==> config.mk <==
export PLATFORM = sky130hd
export DESIGN_NAME = platform_collider
export DESIGN_NICKNAME = d
export VERILOG_FILES = /design/src/rtl/doodle_pkg.sv /design/src/rtl/platform_table.sv /design/src/rtl/platform_collider.sv
export SDC_FILE = /design/constraint.sdc
export NUM_CORES = 1
export LEC_CHECK = 0
export ABC_AREA = 0
export CORE_MARGIN = 2
export CORE_UTILIZATION = 25
export CTS_BUF_LIST = sky130_fd_sc_hd__clkbuf_8
export CTS_CLUSTER_DIAMETER = 120
export DETAILED_ROUTE_END_ITERATION = 16
export PLACE_DENSITY = 0.39
export SYNTH_ARGS = -nofsm -noshare
export SYNTH_HDL_FRONTEND = slang
export SYNTH_SLANG_ARGS = --single-unit
==> constraint.sdc <==
create_clock -name clk -period 9.2 [get_ports clk]
set_input_delay 1.84 -clock clk [delete_from_list [all_inputs] [get_ports clk]]
set_output_delay 1.84 -clock clk [all_outputs]
set_load 0.05 [all_outputs]
==> src/rtl/doodle_pkg.sv <==
// rtl/doodle_pkg.sv - shared types, constants and hit compare for the doodle physics path
package doodle_pkg;

    localparam int COORD_W      = 32;
    localparam int DOODLE_WIDTH = 32;
    localparam int BLOCK_WIDTH  = 40;
    localparam int BLOCK_HEIGHT = 8;

    typedef enum logic [1:0] {
        ST_IDLE,
        ST_SCAN,
        ST_DONE
    } collider_state_t;

    // Sums are widened by one bit so a platform near the top of the coordinate
    // range never wraps and produces a false hit or miss.
    function automatic logic rect_hit(
        input logic [COORD_W-1:0] dx,
        input logic [COORD_W-1:0] dy,
        input logic [COORD_W-1:0] px,
        input logic [COORD_W-1:0] py
    );
        logic [COORD_W:0] dx_e;
        logic [COORD_W:0] dy_e;
        logic [COORD_W:0] px_e;
        logic [COORD_W:0] py_e;
        dx_e = {1'b0, dx};
        dy_e = {1'b0, dy};
        px_e = {1'b0, px};
        py_e = {1'b0, py};
        return (py_e <= dy_e)
            && (dy_e < py_e + (COORD_W+1)'(BLOCK_HEIGHT))
            && (dx_e < px_e + (COORD_W+1)'(BLOCK_WIDTH))
            && (dx_e + (COORD_W+1)'(DOODLE_WIDTH) > px_e);
    endfunction

endpackage

==> src/rtl/platform_table.sv <==
// rtl/platform_table.sv - platform rectangle register file, sync write, async read
module platform_table
    import doodle_pkg::*;
#(
    parameter int NUM_PLATFORMS = 8,
    parameter int IDX_W         = $clog2(NUM_PLATFORMS)
) (
    input  logic               clk,
    input  logic               reset,
    input  logic               we,
    input  logic [IDX_W-1:0]   waddr,
    input  logic [COORD_W-1:0] wx,
    input  logic [COORD_W-1:0] wy,
    input  logic               wvalid,
    input  logic [IDX_W-1:0]   raddr,
    output logic [COORD_W-1:0] rx,
    output logic [COORD_W-1:0] ry,
    output logic               rvalid
);

    logic [COORD_W-1:0]       px_mem [NUM_PLATFORMS];
    logic [COORD_W-1:0]       py_mem [NUM_PLATFORMS];
    logic [NUM_PLATFORMS-1:0] valid_mem;

    // Coordinates are don't-care while the valid bit is clear, so only the
    // valid bits need a reset.
    always_ff @(posedge clk) begin
        if (reset) begin
            valid_mem <= '0;
        end else if (we) begin
            valid_mem[waddr] <= wvalid;
        end
    end

    always_ff @(posedge clk) begin
        if (!reset && we) begin
            px_mem[waddr] <= wx;
            py_mem[waddr] <= wy;
        end
    end

    assign rx     = px_mem[raddr];
    assign ry     = py_mem[raddr];
    assign rvalid = valid_mem[raddr];

endmodule

==> src/rtl/platform_collider.sv <==
// rtl/platform_collider.sv - sequential doodle-vs-platform landing scan per physics tick
module platform_collider
    import doodle_pkg::*;
#(
    parameter int NUM_PLATFORMS = 8,
    parameter int IDX_W         = $clog2(NUM_PLATFORMS)
) (
    input  logic               clk,
    input  logic               reset,
    input  logic               physics_tick,
    input  logic [COORD_W-1:0] doodle_x,
    input  logic [COORD_W-1:0] doodle_y,
    input  logic               falling,
    input  logic               plat_we,
    input  logic [IDX_W-1:0]   plat_waddr,
    input  logic [COORD_W-1:0] plat_wx,
    input  logic [COORD_W-1:0] plat_wy,
    input  logic               plat_wvalid,
    output logic               has_collide,
    output logic [IDX_W-1:0]   collide_idx,
    output logic [COORD_W-1:0] collide_y,
    output logic               scan_busy,
    output logic               scan_done,
    output logic               tick_overrun
);

    collider_state_t    state;
    logic [IDX_W-1:0]   idx;
    logic [COORD_W-1:0] snap_x;
    logic [COORD_W-1:0] snap_y;
    logic               snap_falling;
    logic [COORD_W-1:0] ent_x;
    logic [COORD_W-1:0] ent_y;
    logic               ent_valid;
    logic               entry_hit;

    platform_table #(
        .NUM_PLATFORMS (NUM_PLATFORMS),
        .IDX_W         (IDX_W)
    ) u_table (
        .clk    (clk),
        .reset  (reset),
        .we     (plat_we),
        .waddr  (plat_waddr),
        .wx     (plat_wx),
        .wy     (plat_wy),
        .wvalid (plat_wvalid),
        .raddr  (idx),
        .rx     (ent_x),
        .ry     (ent_y),
        .rvalid (ent_valid)
    );

    assign entry_hit = ent_valid && snap_falling && rect_hit(snap_x, snap_y, ent_x, ent_y);

    always_ff @(posedge clk) begin
        if (reset) begin
            state        <= ST_IDLE;
            idx          <= '0;
            snap_x       <= '0;
            snap_y       <= '0;
            snap_falling <= 1'b0;
            has_collide  <= 1'b0;
            collide_idx  <= '0;
            collide_y    <= '0;
            scan_busy    <= 1'b0;
            scan_done    <= 1'b0;
            tick_overrun <= 1'b0;
        end else begin
            scan_done <= 1'b0;
            if (physics_tick && state != ST_IDLE) begin
                tick_overrun <= 1'b1;
            end
            case (state)
                ST_IDLE: begin
                    if (physics_tick) begin
                        snap_x       <= doodle_x;
                        snap_y       <= doodle_y;
                        snap_falling <= falling;
                        idx          <= '0;
                        scan_busy    <= 1'b1;
                        state        <= ST_SCAN;
                    end
                end
                ST_SCAN: begin
                    // First hit ends the scan, so the lowest index wins.
                    if (entry_hit) begin
                        has_collide <= 1'b1;
                        collide_idx <= idx;
                        collide_y   <= ent_y + COORD_W'(BLOCK_HEIGHT - 1);
                        scan_done   <= 1'b1;
                        state       <= ST_DONE;
                    end else if (idx == IDX_W'(NUM_PLATFORMS - 1)) begin
                        has_collide <= 1'b0;
                        collide_idx <= '0;
                        collide_y   <= '0;
                        scan_done   <= 1'b1;
                        state       <= ST_DONE;
                    end else begin
                        idx <= idx + 1'b1;
                    end
                end
                ST_DONE: begin
                    scan_busy <= 1'b0;
                    state     <= ST_IDLE;
                end
                default: begin
                    scan_busy <= 1'b0;
                    state     <= ST_IDLE;
                end
            endcase
        end
    end

endmodule

Word level (Yosys, flattened, before mapping)
Memory sizes are Yosys's and may differ from the RTL's. A register that Yosys moved wholly into a read port is not among the register bits.
Index checks and enable logic that the tools add are counted.
Widths: inputs -> output; s select.
{"block": "totals", "register_bits": 117, "mem_bits_rw": 512, "inputBits": 137, "out_inout_bits": 39, "elab_cells": 81, "memories": 2}
{"name": "u_table.px_mem", "depth": 8, "width": 32, "read_ports": 1, "rd_ports_with_merged_regs": 1, "wr": 1, "line": "platform_table.sv:21", "source": "logic [COORD_W-1:0] px_mem [NUM_PLATFORMS];"}
{"name": "u_table.py_mem", "depth": 8, "width": 32, "read_ports": 1, "rd_ports_with_merged_regs": 1, "wr": 1, "line": "platform_table.sv:22", "source": "logic [COORD_W-1:0] py_mem [NUM_PLATFORMS];"}
{"block": "classes", "addsub": 5, "magnitude_cmp": 7, "n_eq_ne": 6, "muxes": 29, "n_bitwise": 1, "reduce_logical": 19}
{"op": "$add 32x6->33 const B", "count": 2}
{"op": "$lt 32x33->1", "count": 2}
{"op": "$mux 32", "count": 2}
{"op": "$add 32x4->33 const B", "count": 1}
{"op": "$gt 33x32->1", "count": 1}
{"op": "$add 32x3->32 const B", "count": 1}
{"op": "$le 32x32->1", "count": 1}
{"op": "$mux 3", "count": 9}
{"op": "$mux 1", "count": 9}
{"op": "$bwmux 8", "count": 1}
{"op": "$logic_and 1x1->1", "count": 8}
{"op": "$lt 3x4->1 const B", "count": 2}
{"op": "$reduce_and 2->1", "count": 4}
{"op": "$mux 2", "count": 3}
{"op": "$ne 2x2->1 const B", "count": 3}
{"op": "$pmux 3 s2", "count": 1}
{"op": "$reduce_bool 2->1", "count": 3}
{"op": "$pmux 2 s2", "count": 1}
{"op": "$reduce_and 4->1", "count": 1}
{"op": "$add 3x1->3 const B", "count": 1}
{"op": "$bmux 1 s3", "count": 1}
{"op": "$demux 1 s3", "count": 1}
{"op": "$eq 3x3->1 const B", "count": 1}
{"op": "$ge 3x1->1 const B", "count": 1}
{"op": "7 further kinds", "count": 7}

Longest topological paths before layout
Gate-level depths: netlist (run 1).
{"block": "depth", "ltp_word": 10, "ltp_mapped": 26}

Hierarchy
A second synthesis (run 1) with hierarchy kept.
{"block": "hier_totals", "cells_unflattened": 1946, "area_unflattened_um2": 28760.1}
{"mod": "platform_table", "instances": 1, "cells_per_inst": 795, "area_each_um2": 19730.2}
{"mod": "platform_collider", "instances": 1, "cells_per_inst": 1151, "area_each_um2": 9029.9}

Least setup slack after synthesis (run 1)
No wires, ideal clock.
{"block": "synth_path", "path_type": "in2reg", "from": "in plat_waddr[1]", "to": "mem u_table.px_mem[0][0], enable pin", "t_arrival_ns": 6.715, "path_slack_ns": 1.920, "stages": 2, "n_path_buf": 0, "path_cell_list": "or3b_2 nor3_1"}
{"item": "from (decl)", "line": "platform_collider.sv:15", "source": "input logic [IDX_W-1:0] plat_waddr,"}
{"item": "to (decl)", "line": "platform_table.sv:21"}
No word-level cell before the write port.

==> impl_metrics.csv, run 1 <==
group,metric,value,unit
outcome,outcome,"finished clean",
drt,ant_nets,0,
cells_and_area,fill_cells,11500,
worst_setup_path,critPathCaptureType,"flop",
cts,cts.hold.buffers_added,0,
drt,routed_wl,85400,um
pwr,power_frac_comb,0.085,
synth,ys_seq_elements,632,
grt,antenna_found_initial,16,
cts,cts_setup_buffers,0,
sta,rsz0062_at_grt,"false",
sta,fin_crit_sh,0.697,
floorplanning,dieArea,0.119,mm^2
sta,finalSetupViolations,0,
cells_and_area,most-common-layout-cells,"edfxtp_1, nand2_1, clkdlybuf4s50_1",
worst_setup_path,crit_path_top_delay_cell,"dfxtp_4",
synth,avgSynthCellArea,14.2,um^2
job,drv_cap,0,
pwr,intPower,4.72,mW
sta,final-hold-violation-count,0,
cts,max-clock-path-buffers,3,
cells_and_area,final_common_cell,"edfxtp_1",
cts,htreeDepth,3,
placement,port_buffers,175,
hold_path,hold_path.class,"reg2reg",
sta,slew_violations,0,
grt,grt_pass1_wl,125000,um
cts,ctsResizeCount,0,
pwr,ir_drop,0.118,mV
cts,path_clk_slew,0.07,ns
synth,synthArstFlopShare,0,
worst_setup_path,path_cells,"mux4_1 -> mux2i_1 -> or4_4 -> nor4_2 -> nor3b_1 -> nand2_1 -> inv_1 -> nand2_1 -> xnor2_1 -> ha_1 -> a2111oi_0 -> o211ai_1 -> o32ai_1 -> o2111ai_4 -> buf_4 -> a21oi_4 -> mux2_2",
grt,grt_max_degree,76,
cts,cts.sinks,632,
sta,finClkSkew,0.0523,ns
worst_setup_path,cp_max_fo,75,
placement,dp_hpwl,56700,um
cells_and_area,nNetsFinal,2535,
synth,yosysWarnings,0,
cells_and_area,drive_gt1_frac,0.143,
worst_setup_path,critPathKind,"reg2reg",
cts,root_buffer,"clkbuf_8",
pwr,leakagePower,11.6,nW
drt,vias,17700,
floorplanning,rows,124,
pwr,seq_power_share,0.509,
sta,tns,0,ns
sta,max_slew.worst_pin.slew,1.10,ns
pwr,clockPowerShare,0.406,
floorplanning,fp.dieH,345,um
synth,synth_top_area_cell,"edfxtp_1",
floorplanning,start_util,0.253,
cells_and_area,synthToLayoutAreaGrowth,19.2,%
synth,netlist_top_cells_area,"edfxtp_1, mux4_2, dfxtp_1, ha_1, nand2_1",
floorplanning,io_pins,176,
floorplanning,core,0.115,mm^2
sta,post-route-min-period,6.41,ns
pwr,p_per_area,182,mW/mm^2
synth,syn-instance-count,2038,
drt,first_iter_violations,959,
worst_setup_path,worstPathArrival,7.08,ns
grt,grt_usage,0.143,
synth,synth_edf_count,512,
worst_setup_path,required,9.86,ns
worst_setup_path,critPathMaxStageDelay,0.93,ns
cts,numCtsBuffers,109,
cts,cts_tree,"yes",
grt,grt.overflow.total,0,
sta,whs,0.458,ns
pwr,totalPowerFinal,6.29,mW
sta,timing.fmax,0.156,GHz
sta,relSlewSlack,0.268,
synth,netlist.area_leader.share,0.530,
drt,drt-pass1-iter-count,6,
synth,synth_fp_nets,2306,
worst_setup_path,critPathLaunchType,"flop",
synth,seq_area_frac_synth,0.613,
worst_setup_path,critical_path.most_common_cell,"nand2_1",
grt,grt_pass1_vias,18600,
drt,vias_per_cell,4.57,
synth,yosysUniqueCellTypes,78,
pwr,p_switching,1.57,mW
placement,place_congestion,0.808,
drt,drc,0,
synth,synthFlopType,"edfxtp_1",
synth,syn_area,0.0290,mm^2
pwr,switching_share,0.250,
floorplanning,fp.dieW,345,um
drt,wl_per_cell,22.0,um
cts,worstSkewPairLatency,0.76,ns
registers in the layout, summed over array words and instances, names as in the netlist, named ones only:
| signal | count |
|---|---|
| tick_overrun | 1 |
| collide_idx | 3 |
| has_collide | 1 |
| collide_y | 32 |
| snap_x | 32 |
| u_table.px_mem | 256 |
| u_table.py_mem | 256 |
| u_table.valid_mem | 8 |
| state | 2 |
| scan_done | 1 |
| scan_busy | 1 |
| idx | 3 |
| snap_y | 32 |
| snap_falling | 1 |
cell usage after synthesis (all sizes together), types with 6 or more instances:
master	number
nand2	253
edfxtp	512
nand4	37
mux2i	60
o21ai	68
inv	82
mux4	134
xor2	22
clkbuf	29
o211ai	6
ha	131
nor2	72
dfxtp	120
buf	59
xnor2	75
nand2b	12
nand3	80
nor2b	11
o21a	6
a21o	18
nor4	6
and2	8
a21oi	116
a211oi	10
and3	12
nor3	23
per-layer routing:
metal / track usage / share of wire / wire [um] / vias up
li1: - / - / - / 8241
met1: 0.195 / 0.46 / 39500 / 8889
met5: 0 / 0.0010 / 89 / -
met3: 0.0278 / 0.051 / 4330 / 149
met4: 0.0428 / 0.022 / 1870 / 14
met2: 0.232 / 0.46 / 39600 / 408
kinds of logic (layout without fill, tap and decap cells):
logic type | count (synthesis) | count (layout) | share of synthesized area
AO/OA/AOI/OAI | 264 | 264 | 0.0544
XOR/XNOR | 97 | 97 | 0.0293
adder cells (fa/ha/maj) | 131 | 131 | 0.0565
buffers and inverters | 170 | 493 | 0.0303
flip-flops | 632 | 632 | 0.613
multiplexers | 198 | 198 | 0.128
other | 0 | 2 | 0
AND/OR/NAND/NOR | 546 | 546 | 0.0887
worst max-delay path, delay by kind of cell, from the launching register on:
family,cells,cell delay [ns]
AO/OA/AOI/OAI,5,1.78
XOR/XNOR,1,0.14
adder cells (fa/ha/maj),1,0.23
buffers and inverters,2,0.50
flip-flops,1,0.93
multiplexers,3,0.81
AND/OR/NAND/NOR,5,1.85
path summary, 6_finish.rpt:
path | start | endpoint | slack, ns | depth (start not counted)
worst min register to register | tick_overrun$_SDFFE_PP0P_ | tick_overrun$_SDFFE_PP0P_ | 0.46 | 2
worst min-delay path | tick_overrun$_SDFFE_PP0P_ | tick_overrun$_SDFFE_PP0P_ | 0.46 | 2
worst max-delay path | flop | flop | 2.79 | 17
worst max register to register | flop | flop | 2.79 | 17
power by group through the flow:
stage	clock, mW	combinational, mW	sequential [mW]
3_3_place_gp	0	0.537	3.26
5_1_grt	2.77	0.595	3.21
3_5_place_dp	0	0.542	3.26
2_1_floorplan	0	0.326	3.24
6_report	2.55	0.533	3.20
4_1_cts	2.66	0.545	3.20
per-stage QoR:
stage	worst slack [ns]	utilization	instances	area, um^2
after detailed placement	2.75	0.283	3668	32400
final	2.79	0.302	3875	34600
after global routing	2.29	0.302	3874	34600
after floorplan	1.92	-	2038	29000
after CTS	2.71	0.302	3873	34600
after global placement	2.80	0.283	3668	32400
area by class of cell:
cell class | instances | area (um^2) | share of cell area
tap | 1512 | 1890 | 0.0547
clock buffer | 111 | 1530 | 0.0442
multi-input combinational | 1236 | 10400 | 0.302
clock inverter | 94 | 636 | 0.0184
antenna | 2 | 5.00 | 0.000145
timing repair buffer | 206 | 1990 | 0.0577
inverter | 82 | 308 | 0.00890
sequential | 632 | 17800 | 0.514
Power figures use the tool's default switching activity.
==> run 2: changes to the inputs <==
PLACE_DENSITY = 0.41   (was 0.39)
clock period = 5.3 ns   (was 9.2 ns; I/O delays follow)
==> impl_metrics.csv, run 2 (same netlist as run 1, synthesis figures left out) <==
group,metric,value,unit
hold_path,hold_path.class,"reg2reg",
grt,grt.overflow.total,0,
placement,placed_area,0.0332,mm^2
drt,vias_per_cell,4.57,
cts,htreeDepth,3,
placement,dp_slack,0.115,ns
sta,final-hold-violation-count,0,
cells_and_area,reg.largest.list,"u_table.px_mem x256, u_table.py_mem x256",
worst_setup_path,critPathLaunchType,"flop",
cts,cts_tree,"yes",
outcome,outcome,"finished clean",
grt,grt_max_degree,75,
grt,grt_usage,0.144,
placement,place_congestion,0.852,
floorplanning,core,0.115,mm^2
grt,antenna_found_initial,13,
worst_setup_path,crit_family,"compound AO/OA/AOI/OAI gates",
floorplanning,dieArea,0.119,mm^2
placement,port_buffers,175,
drt,vias,18100,
drt,ant_nets,0,
placement,dp_hpwl,58900,um
cells_and_area,drive_gt1_frac,0.176,
cts,numCtsBuffers,109,
grt,grt_pass1_vias,19000,
sta,relSlewSlack,0.316,
sta,post-route-min-period,5.06,ns
cells_and_area,most-common-layout-cells,"edfxtp_1, nand2_1, clkdlybuf4s50_1",
sta,setup_ws,0.235,ns
floorplanning,fp.dieH,345,um
sta,finalSetupViolations,0,
pwr,leakagePower,12.2,nW
worst_setup_path,crit_path_top_delay_cell,"mux2i_1",
cts,root_buffer,"clkbuf_8",
pwr,ir_drop,0.181,mV
drt,drc,0,
cells_and_area,fin_cells,3961,
worst_setup_path,critPathMaxStageDelay,0.63,ns
cells_and_area,fin_util,0.310,
worst_setup_path,path_buf_inv,4,
floorplanning,fp.dieW,345,um
drt,first_iter_violations,1061,
hold_path,min_to,"tick_overrun$_SDFFE_PP0P_",
worst_setup_path,required,5.89,ns
cts,path_clk_slew,0.06,ns
sta,timing.fmax,0.197,GHz
drt,wl_per_cell,21.9,um
worst_setup_path,ff2ff_path_depth,19,
sta,fin_crit_sh,0.956,
cts,cts.sinks,632,
worst_setup_path,critical_path.most_common_cell,"a21o_1",
hold_path,hold_path_depth,2,
cts,worstSkewPairLatency,0.74,ns
job,drv_cap,0,
grt,grt_pass1_wl,126000,um
worst_setup_path,worstPathArrival,5.66,ns
floorplanning,io_pins,176,
worst_setup_path,ff2ff_setup_slack,0.24,ns
floorplanning,rows,124,
cells_and_area,fin_area,0.0356,mm^2
sta,finClkSkew,0.0274,ns
cells_and_area,final_common_cell,"edfxtp_1",
sta,max_slew.worst_pin.slew,1.02,ns
worst_setup_path,cp_max_fo,74,
sta,slew_violations,0,
hold_path,min_from,"tick_overrun$_SDFFE_PP0P_",
drt,routed_wl,86800,um
floorplanning,start_util,0.253,
sta,whs,0.449,ns
cts,max-clock-path-buffers,3,
placement,dp_cells,3748,
pwr,p_per_area,308,mW/mm^2
worst_setup_path,critPathCaptureType,"flop",
worst_setup_path,rr_endpoint,"collide_y[23]$_SDFFE_PP0P_",
cells_and_area,nNetsFinal,2620,
cells_and_area,synthToLayoutAreaGrowth,22.7,%
worst_setup_path,critPathKind,"reg2reg",
worst_setup_path,path_cells,"buf_16 -> buf_4 -> mux4_2 -> mux2i_1 -> buf_4 -> nor4_1 -> and3_1 -> xnor2_1 -> ha_1 -> a21o_1 -> a21o_1 -> a21o_1 -> o2bb2ai_1 -> a211oi_1 -> a211o_1 -> o2111ai_4 -> buf_12 -> nand3_1 -> o21ai_0",
drt,drt-pass1-iter-count,5,
## run 2: timing repair
action                     in CTS  in global routing
setup buffers                   0                  2
resized for setup               0                 24
hold buffers                    0                  0
setup endpoints to repair       0                 45
## run 2: worst max path at each step
stage / startpoint / to / slack, ns / cells after the start
3_5_place_dp: flop / collide_y[24]$_SDFFE_PP0P_ / 0.12 / 22
3_3_place_gp: flop / collide_y[23]$_SDFFE_PP0P_ / 0.08 / 22
5_1_grt: flop / collide_y[23]$_SDFFE_PP0P_ / -0.02 / 20
4_1_cts: flop / collide_y[23]$_SDFFE_PP0P_ / 0.06 / 22
2_1_floorplan: reset / u_table.px_mem[3][0]$_DFFE_PP_ / -1.16 / 3
6_report: flop / collide_y[23]$_SDFFE_PP0P_ / 0.24 / 19
## run 2: layout make-up
class	count	area (um^2)
fillers	11300	79100
flip-flops and latches	632	17800
multi-input cells	1236	10500
repair buffers	291	2920
well taps	1512	1890
clock buffers	123	1690
clock inverters	83	492
inverters	82	308
diodes	2	5.00
## run 2: power breakdown
part | internal, mW | switching (mW) | leakage [nW]
clock | 2.37 | 2.02 | 1.27
combinational | 0.444 | 0.570 | 5.31
sequential | 5.48 | 0.0650 | 5.61
## run 2: worst register-to-register path: cells and delay by family, from the launching register on
kind	cells	cell delay [ns]
AO/OA/AOI/OAI	8	1.46
adder cells (fa/ha/maj)	1	0.31
multiplexers	2	0.95
flip-flops	1	0.43
AND/OR/NAND/NOR	3	0.54
buffers and inverters	4	1.08
XOR/XNOR	1	0.15
## run 2: per-stage QoR
stage          setup TNS (ns)  power (mW)
6_report                    0        10.9
5_1_grt               -0.0430        11.4
4_1_cts                     0        11.1
3_5_place_dp                0        6.65
3_3_place_gp                0        6.64
2_1_floorplan         -148.83        6.19
## run 2: routing by layer
metal,global-route usage,wire [um],up-vias
li1,-,-,8418
met5,0,69,-
met2,0.237,41200,386
met3,0.0244,3940,129
met1,0.195,39800,9168
met4,0.0428,1840,12
==> run 3: changes to the inputs <==
PLACE_DENSITY = 0.39   (was 0.41)
clock period = 5.4 ns   (was 5.3 ns; I/O delays follow)
==> impl_metrics.csv, run 3 (same netlist as run 1, synthesis figures left out) <==
group,metric,value,unit
grt,grt_max_degree,75,
drt,wl_per_cell,22.0,um
drt,route.met2.wl,40400,um
cells_and_area,synthToLayoutAreaGrowth,22.9,%
floorplanning,dieArea,0.119,mm^2
worst_setup_path,worstPathArrival,5.71,ns
placement,dp_hpwl,59400,um
worst_setup_path,critPathKind,"reg2reg",
cts,numCtsBuffers,110,
cells_and_area,nNetsFinal,2613,
cells_and_area,fin_area,0.0356,mm^2
cts,worstSkewPairLatency,0.79,ns
cells_and_area,most-common-layout-cells,"edfxtp_1, nand2_1, clkdlybuf4s50_1",
sta,fin_crit_sh,0.934,
job,drv_cap,0,
floorplanning,io_pins,176,
sta,post-route-min-period,5.04,ns
pwr,p_per_area,305,mW/mm^2
grt,grt_pass1_vias,18800,
cells_and_area,reg.largest.list,"u_table.px_mem x256, u_table.py_mem x256",
floorplanning,rows,124,
drt,first_iter_violations,959,
placement,placed_area,0.0333,mm^2
drt,met3_length,4050,um
cells_and_area,seq_area,0.0178,mm^2
worst_setup_path,cp_max_fo,38,
pwr,seq_power_share,0.501,
worst_setup_path,required,6.07,ns
sta,finClkSkew,0.0509,ns
grt,grt.overflow.total,0,
cts,path_clk_slew,0.06,ns
floorplanning,fp.dieH,345,um
drt,vias,18000,
sta,max_slew.worst_pin.slew,1.01,ns
cts,root_buffer,"clkbuf_8",
sta,tns,0,ns
cts,htreeDepth,3,
floorplanning,start_util,0.253,
cells_and_area,final_common_cell,"edfxtp_1",
cts,cts.hold.buffers_added,0,
drt,top_layer,"met5",
hold_path,hold_path.class,"reg2reg",
sta,whs,0.448,ns
worst_setup_path,critPathLaunchType,"flop",
grt,grt_usage,0.145,
pwr,p_switching,2.69,mW
cts,cts_tree,"yes",
cells_and_area,drive_gt1_frac,0.172,
drt,vias_per_cell,4.55,
sta,relSlewSlack,0.324,
floorplanning,core,0.115,mm^2
worst_setup_path,critPathCaptureType,"flop",
drt,routed_wl,87000,um
sta,timing.fmax,0.198,GHz
cells_and_area,multi_input_area,0.0105,mm^2
placement,port_buffers,175,
cts,cts.sinks,632,
drt,wl_met1,40400,um
sta,final-hold-violation-count,0,
pwr,intPower,8.17,mW
placement,place_congestion,0.853,
pwr,clockPowerShare,0.409,
sta,finalSetupViolations,0,
pwr,switching_share,0.248,
floorplanning,fp.dieW,345,um
outcome,outcome,"finished clean",
cts,max-clock-path-buffers,3,
drt,ant_nets,0,
sta,rsz0062_at_grt,"false",
grt,grt_pass1_wl,126000,um
pwr,leakagePower,12.2,nW
grt,antenna_found_initial,14,
pwr,ir_drop,0.174,mV
placement,dp_slack,0.245,ns
drt,drc,0,
cells_and_area,fill_cells,11400,
pwr,power_frac_comb,0.090,
worst_setup_path,ff2ff_setup_slack,0.36,ns
drt,drt-pass1-iter-count,5,
sta,setup_ws,0.356,ns
sta,slew_violations,0,
==> run 3: path summary, 6_finish.rpt <==
check,from,endpoint,depth (start not counted)
hold reg to reg,tick_overrun$_SDFFE_PP0P_,tick_overrun$_SDFFE_PP0P_,2
hold / removal,tick_overrun$_SDFFE_PP0P_,tick_overrun$_SDFFE_PP0P_,2
setup / recovery,flop,collide_idx[1]$_SDFFE_PP0P_,17
setup reg to reg,flop,collide_idx[1]$_SDFFE_PP0P_,17
==> run 3: routing by layer <==
layer,up-vias,track usage
met4,14,0.0469
met3,129,0.0281
met1,9055,0.197
met2,387,0.231
met5,-,0.00280
li1,8406,-
==> run 3: final cells by class <==
type,count,area share
diodes,3,0.000211
flip-flops and latches,632,0.499
multi-input cells,1236,0.294
clock inverters,88,0.0175
inverters,82,0.00864
clock buffers,117,0.0452
repair buffers,283,0.0827
well taps,1512,0.0531
==> run 3: power by group through the flow <==
stage,clock network [mW],logic (mW),registers (mW)
after floorplan,0,0.556,5.52
after global placement,0,0.981,5.54
after detailed placement,0,0.989,5.54
after CTS,4.63,0.994,5.44
after global routing,4.81,1.09,5.45
final,4.44,0.982,5.44
==> run 3: worst max-delay path, stage by stage (launching register included) <==
cell and delay, ns:
dfxtp_4 0.50, buf_12 0.29, mux4_2 0.31, nand4_1 0.16
a211o_1 0.41, or4_1 0.49, or2_2 0.33, nor2_1 0.13
xnor2_1 0.14, ha_1 0.26, a2111oi_0 0.50, nand2_1 0.10
a211oi_1 0.18, a211o_1 0.27, o2111ai_4 0.16, buf_12 0.21
clkbuf_16 0.21, o21ai_0 0.19
==> run 3: what timing repair did <==
action,CTS,global route
buffers inserted,0,4
gates resized for setup,0,7
endpoints found under the setup margin,0,45
==> run 3: stage by stage <==
step | power, mW | utilization | instances
floorplan | 6.08 | - | 2038
global placement | 6.52 | 0.290 | 3738
detailed placement | 6.53 | 0.290 | 3738
CTS | 11.1 | 0.309 | 3943
global route | 11.3 | 0.311 | 3952
finish | 10.9 | 0.311 | 3953
==> patch: new RTL, flow settings as in run 2 <==
`NUM_PLATFORMS` is set to 8 in 2 places; all go to 16.
--- a/src/rtl/platform_table.sv
+++ b/src/rtl/platform_table.sv
@@ -3,5 +3,5 @@
     import doodle_pkg::*;
 #(
-    parameter int NUM_PLATFORMS = 8,
+    parameter int NUM_PLATFORMS = 16,
     parameter int IDX_W         = $clog2(NUM_PLATFORMS)
 ) (
--- a/src/rtl/platform_collider.sv
+++ b/src/rtl/platform_collider.sv
@@ -3,5 +3,5 @@
     import doodle_pkg::*;
 #(
-    parameter int NUM_PLATFORMS = 8,
+    parameter int NUM_PLATFORMS = 16,
     parameter int IDX_W         = $clog2(NUM_PLATFORMS)
 ) (
Ports: changed (resized collide_idx and plat_waddr); port bits go from 176 to 178. No check against the original RTL was run, so the function may have changed too.
==> patch against run 2 <==
The run now ends with negative setup slack left. Worst setup slack lost 0.36 ns. Largest power group unchanged. Area after synthesis grew 71%. Power grew 77%. Highest routed layer unchanged. Count of clock-buffer cells in the layout grew 83. Die area grew 70%. Cell area grew 74%. Routed wire length grew 83%. Sequential cell count grew 523. First-iteration DRC count grew 99%. Combinational power grew 79%. Critical path type unchanged.
==> patch: results (changes against run 2) <==
number of global-route vias before repair 29632 (+56%); Worst Hold Class reg2reg; Place WS -0.902 ns (-1.02 ns); Worst-Skew Late Latency 0.91 ns (+0.17 ns); failing checks negative setup slack; Post-synth EDFFs 1024 (+100%); # H-tree levels 4 (+1); DR pass1 iterations 6 (+1); pin count of the biggest net entering global routing 65 (-13%); share of layout cells above drive strength 1 28.1% (+11 points); Finished Layout Cells 6326 (+60%); placed cell area 56800 µm² (+71%); crit path max fanout 8 (-89%); Routed Wire Length 159 mm (+83%); HPWL Detailed 97.0 mm (+65%); Tightest Pin Transition 0.999 ns (-0.0242 ns); status finished with violations; Seq/Total Area, Yosys 67.3% (+6.1 points); port buffer count 177 (+1.1%); main area contributors after synthesis edfxtp_1, mux4_2, dfxtp_1; post-route setup TNS -0.341 ns (-0.341 ns); Max VDD drop 239 µV (+32%); maximum root-to-sink buffer count 3 (unchanged); post-route setup slack -0.121 ns (-0.356 ns); Critical Path AT 6.18 ns (+0.52 ns); YS warnings 0 (unchanged); Clock transition at path regs 0.06 ns (about the same); initial antenna violation count 31 (+18); vias per cell 4.55 (-0.58%); RePlAce Congestion 0.805 (-5.5%); syn avg cell area 17.2 µm² (+21%); fraction of registers with async set/reset 0% (unchanged); Syn Nets 3142 (+36%); Placed Cells 5892 (+57%); # setup viols final 7 (+7); detailed router's first-iteration violation count 2111 (+99%); largest registers u_table.px_mem: 512 flops, u_table.py_mem: 512 flops; TritonCTS buffer count 196 (+80%); Yosys cell types 99 (+27%); leakage 20.9 nW (+71%); Setup Skew 0.0483 ns (+0.0210 ns); Total GRT Usage 15.4% (+1.0 points); first-pass GRT wire length 223 mm (+77%); Synth top cells by count edfxtp_1, nand2_1, mux4_2, dfxtp_1, ha_1; Post-layout nets 3790 (+45%); Root Driver clkbuf_8
[patch: logic make-up (layout without fill, tap and decap cells)]
family,after synthesis,count (layout),share of synthesized area (%)
flip-flops,1155,1155,67.3
AND/OR/NAND/NOR,589,589,5.73
AO/OA/AOI/OAI,368,368,5.03
multiplexers,313,313,13.8
buffers and inverters,215,1018,3.02
adder cells (fa/ha/maj),130,130,3.28
XOR/XNOR,104,104,1.84
other,0,9,0
[patch: what timing repair did]
action	4_1_cts	5_1_grt
gates cloned	8	2
pin swaps	31	43
gates resized for setup	109	96
hold buffers	0	0
buffers inserted	42	23
setup endpoints to repair	48	48
[patch: layout make-up]
| type | count | area [µm²] |
|---|---|---|
| fillers | 19296 | 135000 |
| flip-flops and latches | 1155 | 33400 |
| multi-input cells | 1504 | 15400 |
| repair buffers | 597 | 6110 |
| well taps | 2640 | 3300 |
| clock buffers | 206 | 2840 |
| clock inverters | 147 | 743 |
| inverters | 68 | 255 |
| diodes | 9 | 22.5 |
[patch: path summary, 6_finish.rpt]
path,from,endpoint,slack (ns),cells after the start
max,flop,flop,-0.12,23
min,tick_overrun,tick_overrun,0.44,2
max reg2reg,flop,flop,-0.12,23
min reg2reg,tick_overrun,tick_overrun,0.44,2
[patch: power by group]
group	total, mW	internal, mW	switching (mW)	leakage [nW]
combinational	1.81	0.852	0.958	8.53
sequential	10.1	10.0	0.0697	10.3
clock	7.41	3.74	3.67	2.07
total	19.3	14.6	4.70	20.9
[patch: routing by layer]
metal	part of all wire (%)	GRT usage, %	vias to the layer above
li1	-	-	12845
met1	44	19.9	14923
met2	48	25.3	731
met3	5.4	3.94	250
met4	2.7	4.90	10
met5	0.035	0	-
[patch: worst max-delay path, cell delays in order, from the launching register on]
cell and delay, ns:
dfxtp_4 0.40, buf_6 0.13, mux4_2 0.34, o22ai_2 0.07, or3_4 0.33, or4_4 0.56
or2_4 0.25, buf_6 0.11, or2_4 0.25, nor3_4 0.16, buf_6 0.16, nand3_2 0.09
xnor2_1 0.15, ha_1 0.29, nand3_2 0.08, or2_4 0.28, nor3_4 0.11, nand2_1 0.09
a311oi_2 0.31, nor4_4 0.06, buf_6 0.14, o21ba_4 0.21, a21boi_4 0.27, mux2_4 0.38
